`config.mk`:
```
export PLATFORM = sky130hd
export DESIGN_NAME = mole_scheduler
export DESIGN_NICKNAME = d
export VERILOG_FILES = /design/src/rtl/mole_scheduler.sv
export SDC_FILE = /design/constraint.sdc
export NUM_CORES = 1
export LEC_CHECK = 0
export ABC_AREA = 1
export CORE_MARGIN = 4
export CORE_UTILIZATION = 35
export CTS_CLUSTER_SIZE = 10
export DETAILED_ROUTE_END_ITERATION = 6
export HOLD_SLACK_MARGIN = 0.1
export PLACE_DENSITY = 0.59
export RECOVER_POWER = 100
export SLEW_MARGIN = 20
export SYNTH_ARGS = -nofsm -noshare
export SYNTH_HDL_FRONTEND = slang
export SYNTH_SLANG_ARGS = --single-unit
```
`constraint.sdc`:
```
create_clock -name clk -period 1.7 [get_ports clk]
set_input_delay 0.34 -clock clk [delete_from_list [all_inputs] [get_ports clk]]
set_output_delay 0.34 -clock clk [all_outputs]
set_load 0.02 [all_outputs]
```
`src/rtl/mole_scheduler.sv`:
```
// Mole sequencer: pops one pseudo-random mole per round step, times it in tick_ms
// units and judges whacks as hits or misses for the score counter.
//   state   | meaning
//   IDLE    | round not running, LEDs dark
//   GAP     | dark time between moles
//   UP      | one mole lit, waiting for a whack or timeout
//   FLASH   | all LEDs lit after a hit
module mole_scheduler #(
    parameter int          NUM_MOLES  = 8,
    parameter int          UP_EASY_MS = 1500,
    parameter int          UP_MED_MS  = 1000,
    parameter int          UP_HARD_MS = 600,
    parameter int          GAP_MS     = 300,
    parameter int          FLASH_MS   = 100,
    parameter logic [15:0] LFSR_SEED  = 16'hACE1,
    parameter int          IDX_W      = $clog2(NUM_MOLES)
) (
    input  logic                 clk,
    input  logic                 rst_n,
    input  logic                 enable,
    input  logic [1:0]           difficulty_level,
    input  logic                 tick_ms,
    input  logic [NUM_MOLES-1:0] whack,
    output logic [NUM_MOLES-1:0] mole_leds,
    output logic [IDX_W-1:0]     active_idx,
    output logic                 hit_pulse,
    output logic                 miss_pulse,
    output logic [7:0]           moles_shown
);

    localparam logic [1:0] S_IDLE  = 2'd0;
    localparam logic [1:0] S_GAP   = 2'd1;
    localparam logic [1:0] S_UP    = 2'd2;
    localparam logic [1:0] S_FLASH = 2'd3;

    localparam logic [10:0] GAP_END   = 11'(GAP_MS - 1);
    localparam logic [10:0] FLASH_END = 11'(FLASH_MS - 1);

    logic [1:0]           state;
    logic [10:0]          ms_cnt;
    logic [10:0]          up_len;
    logic [10:0]          up_sel;
    logic [15:0]          lfsr;
    logic                 lfsr_fb;
    logic [IDX_W-1:0]     cand_idx;
    logic [IDX_W-1:0]     next_idx;
    logic [NUM_MOLES-1:0] next_onehot;
    logic                 gap_end;
    logic                 up_end;
    logic                 flash_end;
    logic                 hit_now;

    assign lfsr_fb  = lfsr[15] ^ lfsr[13] ^ lfsr[12] ^ lfsr[10];
    assign cand_idx = lfsr[IDX_W-1:0];
    // Bump a repeated candidate so the same mole never pops twice in a row.
    assign next_idx    = (cand_idx == active_idx) ? cand_idx + IDX_W'(1) : cand_idx;
    assign next_onehot = NUM_MOLES'(1) << next_idx;

    assign gap_end   = tick_ms && (ms_cnt == GAP_END);
    assign up_end    = tick_ms && (ms_cnt == up_len - 11'd1);
    assign flash_end = tick_ms && (ms_cnt == FLASH_END);
    assign hit_now   = whack[active_idx];

    always_comb begin
        up_sel = 11'(UP_HARD_MS);
        case (difficulty_level)
            2'd0:    up_sel = 11'(UP_EASY_MS);
            2'd1:    up_sel = 11'(UP_MED_MS);
            default: up_sel = 11'(UP_HARD_MS);
        endcase
    end

    always_ff @(posedge clk or negedge rst_n) begin
        if (!rst_n) begin
            state       <= S_IDLE;
            ms_cnt      <= '0;
            up_len      <= 11'(UP_EASY_MS);
            lfsr        <= LFSR_SEED;
            mole_leds   <= '0;
            active_idx  <= '0;
            hit_pulse   <= 1'b0;
            miss_pulse  <= 1'b0;
            moles_shown <= '0;
        end else begin
            lfsr       <= {lfsr[14:0], lfsr_fb};
            hit_pulse  <= 1'b0;
            miss_pulse <= 1'b0;
            if (!enable) begin
                state     <= S_IDLE;
                ms_cnt    <= '0;
                mole_leds <= '0;
            end else begin
                case (state)
                    S_IDLE: begin
                        state       <= S_GAP;
                        ms_cnt      <= '0;
                        mole_leds   <= '0;
                        moles_shown <= '0;
                    end
                    S_GAP: begin
                        if (gap_end) begin
                            state      <= S_UP;
                            ms_cnt     <= '0;
                            active_idx <= next_idx;
                            up_len     <= up_sel;
                            mole_leds  <= next_onehot;
                            if (moles_shown != 8'hFF) begin
                                moles_shown <= moles_shown + 8'd1;
                            end
                        end else if (tick_ms) begin
                            ms_cnt <= ms_cnt + 11'd1;
                        end
                    end
                    S_UP: begin
                        // A correct whack wins over both wrong bits and the timeout tick.
                        if (hit_now) begin
                            hit_pulse <= 1'b1;
                            state     <= S_FLASH;
                            ms_cnt    <= '0;
                            mole_leds <= '1;
                        end else if (up_end) begin
                            miss_pulse <= 1'b1;
                            state      <= S_GAP;
                            ms_cnt     <= '0;
                            mole_leds  <= '0;
                        end else begin
                            if (tick_ms) begin
                                ms_cnt <= ms_cnt + 11'd1;
                            end
                            if (|whack) begin
                                miss_pulse <= 1'b1;
                            end
                        end
                    end
                    default: begin
                        if (flash_end) begin
                            state     <= S_GAP;
                            ms_cnt    <= '0;
                            mole_leds <= '0;
                        end else if (tick_ms) begin
                            ms_cnt <= ms_cnt + 11'd1;
                        end
                    end
                endcase
            end
        end
    end

endmodule
```
==> key figures <==
Routing
  • Residual DRC: 0
  • First-pass iteration count of the detailed router: 4
  • WL/cell: 12.5 µm
  • Via density: 4.69
  • Detailed-route via count: 2,667
  • Routed WL: slightly above 7000 µm
  • Antenna-violating nets left: 0
  • Iter 0 DRT Violations: roughly 140

Floorplan
  • CORE AREA: around 0.0084 mm²
  • Initial Utilization: 0.368
  • Total die area: 0.0104 mm²
  • Die height: 102 µm
  • Io pins: 35
  • Die X: 102 µm
  • Site row count: 33

Critical path
  • Crit. End Element: flop
  • WP data required: ~1.9 ns
  • Worst path slowest cell: dfrtp_1
  • Worst-path fanout max: 3
  • CP cell instances: buf_4, ha_1, nand2_2, nor3_4, nand2_2, nor2_4, nand2_2, nor2_2, xor2_1, nor2_1
  • Worst EP arrival: 1.87 ns
  • Buffers and inverters on the worst path: 1
  • CP max stage delay: 0.41 ns
  • Crit-path most repeated cell: nand2_2
  • Largest delay share family, worst path: simple AND/OR/NAND/NOR gates
  • Startpoint types: flop
  • Critical path class: reg2reg

Layout
  • Share of cells above drive strength 1: 0.261
  • Fin nets: about 490
  • Diode count: 0
  • Final core occ: 0.487
  • Filler instances: 824
  • Area Overhead vs Synth: 32.3%

Power and ir drop
  • Power per cell area: just under 800 mW/mm²
  • Final Total Pwr: 3220 µW
  • IR drop worst, VDD: 0.407 mV
  • Lkg Pwr: ~0.0020 µW

Global routing
  • Gr usage total: 0.139
  • First-pass GRT wire length: about 12,000 µm
  • Initial antenna violation count: 0
  • Vias in the first global route: 2,611
  • Largest net degree at the start of global routing: between 50 and 60
  • GR Overflow Total: 0

Synth
  • Post-synthesis sequential area ratio: 0.451
  • Syn_area_per_cell: 8.14 µm²
  • Post-Syn Instances: 379
  • Cell area after synthesis: between 0.003 and 0.004 mm²
  • Post-synthesis simple-gate area fraction: 0.337
  • Post-Synth XOR/XNOR Area: 0.0535
  • Compound-cell area share of the yosys netlist: 0.0389
  • Yosys warns: 0
  • Yosys reg bits: 55
  • Net Count, Synth: 401
  • Area share of fa/ha/maj cells after synthesis: 0.0325
  • Synth unique cells: 34
  • Largest family of logic cells by synthesized area: simple AND/OR/NAND/NOR gates
  • Mux cell area share after synthesis: 0.00325

Timing
  • Worst slew pin tran: approximately 0.74 ns
  • RSZ-0062 raised after global routing: yes
  • Worst hold slack: 0.361 ns
  • Max Clock Freq: between 600 and 700 MHz
  • Slew Viols, Final: 0
  • Minimum clock period: 1.66 ns
  • Final hold viol count: 0
  • Clock skew: 0.0106 ns
  • Max_slew headroom: 0.507
  • Final setup fails: 0
  • Final period util: 0.979

Clock tree
  • Clock Root Buffer: clkbuf_8
  • CTS H-tree lvls: 2
  • CTS tree: yes
  • CTS sink count: 55
  • Clock Tree Buf Depth: 2
  • Worst skew pair latency: roughly 0.31 ns
  • Clock transition at the registers of the reported paths: 0.11 ns
  • Clock buffer count from CTS: 5

Placed design
  • Post-DP HPWL: 5030 µm
  • GP Congestion: approximately 0.87
  • PortBufs: 34

Outcome
  • Outcome: finished, final reports clean

Worst hold path
  • Hold crit path type: reg2reg

Job
  • Max-Cap Viols: 0
## repair_timing
item	in CTS	in global routing
gates cloned	0	1
pin swaps	1	16
buffers inserted	1	7
endpoints found under the hold margin	44	0
endpoints found under the setup margin	23	38
hold buffers	1	0
resized for setup	14	43
## state kept, by name, summed over array words and instances, names as in the netlist
register     count
lfsr            16
ms_cnt          11
mole_leds        8
moles_shown      8
up_len           5
active_idx       3
state            2
hit_pulse        1
miss_pulse       1
## final timing paths
check                           startpoint  cells after the start       endpoint  slack [ns]
worst max register to register   ms_cnt[1]                     10     ms_cnt[10]        0.04
min in group asynchronous            rst_n                      3   mole_leds[5]        0.72
worst min-delay path               lfsr[8]                      0        lfsr[9]        0.36
worst max-delay path             ms_cnt[1]                     10     ms_cnt[10]        0.04
worst min register to register     lfsr[8]                      0        lfsr[9]        0.36
max in group asynchronous            rst_n                      3  active_idx[2]        0.45
## cells in the mapped netlist, drive strengths merged
cell | instances | area, µm²
xnor2 | 4 | 42.6
dfrtp | 44 | 1100
buf | 5 | 52.6
o21ai | 19 | 95.1
nand3 | 30 | 183
nor3 | 9 | 76.3
o211ai | 1 | 7.51
dfstp | 11 | 289
xor2 | 14 | 123
nor4 | 2 | 12.5
ha | 8 | 100
nor2 | 39 | 208
a31oi | 1 | 6.26
nor3b | 1 | 7.51
clkinv | 1 | 8.76
nand2 | 122 | 470
o22ai | 1 | 6.26
mux2i | 1 | 10.0
nand4 | 12 | 81.3
inv | 53 | 199
a21oi | 1 | 5.00
## final cells by class
type                       instances  area (µm²)  area share
multi-input combinational        266        1580       0.386
sequential                        55        1400       0.343
timing repair buffer              81         672       0.165
inverter                          54         208      0.0509
tap                              105         131      0.0322
clock buffer                       5        68.8      0.0169
clock inverter                     3        27.5     0.00675
## metrics by stage
stage / setup WS (ns) / setup TNS [ns] / std cells / area (µm²)
after floorplan: 0.134 / 0 / 379 / 3080
after global placement: -0.356 / -10.36 / 551 / 3810
after detailed placement: -0.358 / -11.34 / 551 / 3810
after CTS: 0.00870 / 0 / 561 / 3920
after global routing: -0.0721 / -0.435 / 569 / 4080
final: 0.0365 / 0 / 569 / 4080
## where the power goes
part           switching, µW  internal [µW]
sequential              42.9           1360
clock                    472            307
combinational            629            409
## layout by cell type (no fill, tap or decap), types with 4 or more instances in the layout
cell             netlist  routed
buf_4                  1      38
clkbuf_1               0       5
clkbuf_8               0       5
clkdlybuf4s50_1        0      21
dfrtp_1               44      38
dfrtp_2                0       6
dfstp_2               11       9
dlygate4sd2_1          0      11
ha_1                   8       6
inv_1                 50      47
inv_2                  3       6
nand2_1              117     111
nand2_2                5       8
nand3_1               25      21
nand3_2                4       7
nand4_1               11      11
nor2_1                24      22
nor2_2                12      12
nor2_4                 2       4
nor3_1                 4       4
o21ai_0               18      15
o21ai_1                1       4
xor2_1                14      14
## routing by layer
metal | wire length (µm) | global-route usage | share of wire | vias up
met4 | 78 | 0.0323 | 0.011 | 0
met1 | 3450 | 0.192 | 0.49 | 1252
met5 | 0 | 0 | 0 | -
met3 | 245 | 0.0246 | 0.034 | 7
li1 | - | - | - | 1361
met2 | 3330 | 0.229 | 0.47 | 47
## worst reg2reg max path, stage by stage, from the launching register on
cell     delay (ns)
dfrtp_1        0.41
buf_4          0.14
ha_1           0.15
nand2_2        0.08
nor3_4         0.16
nand2_2        0.10
nor2_4         0.10
nand2_2        0.08
nor2_2         0.12
xor2_1         0.15
nor2_1         0.06
## cells by family after synthesis
logic type | Yosys count
AO/OA/AOI/OAI | 23
buffers and inverters | 59
AND/OR/NAND/NOR | 215
adder cells (fa/ha/maj) | 8
flip-flops | 55
multiplexers | 1
XOR/XNOR | 18
Power figures use the tool's default switching activity.
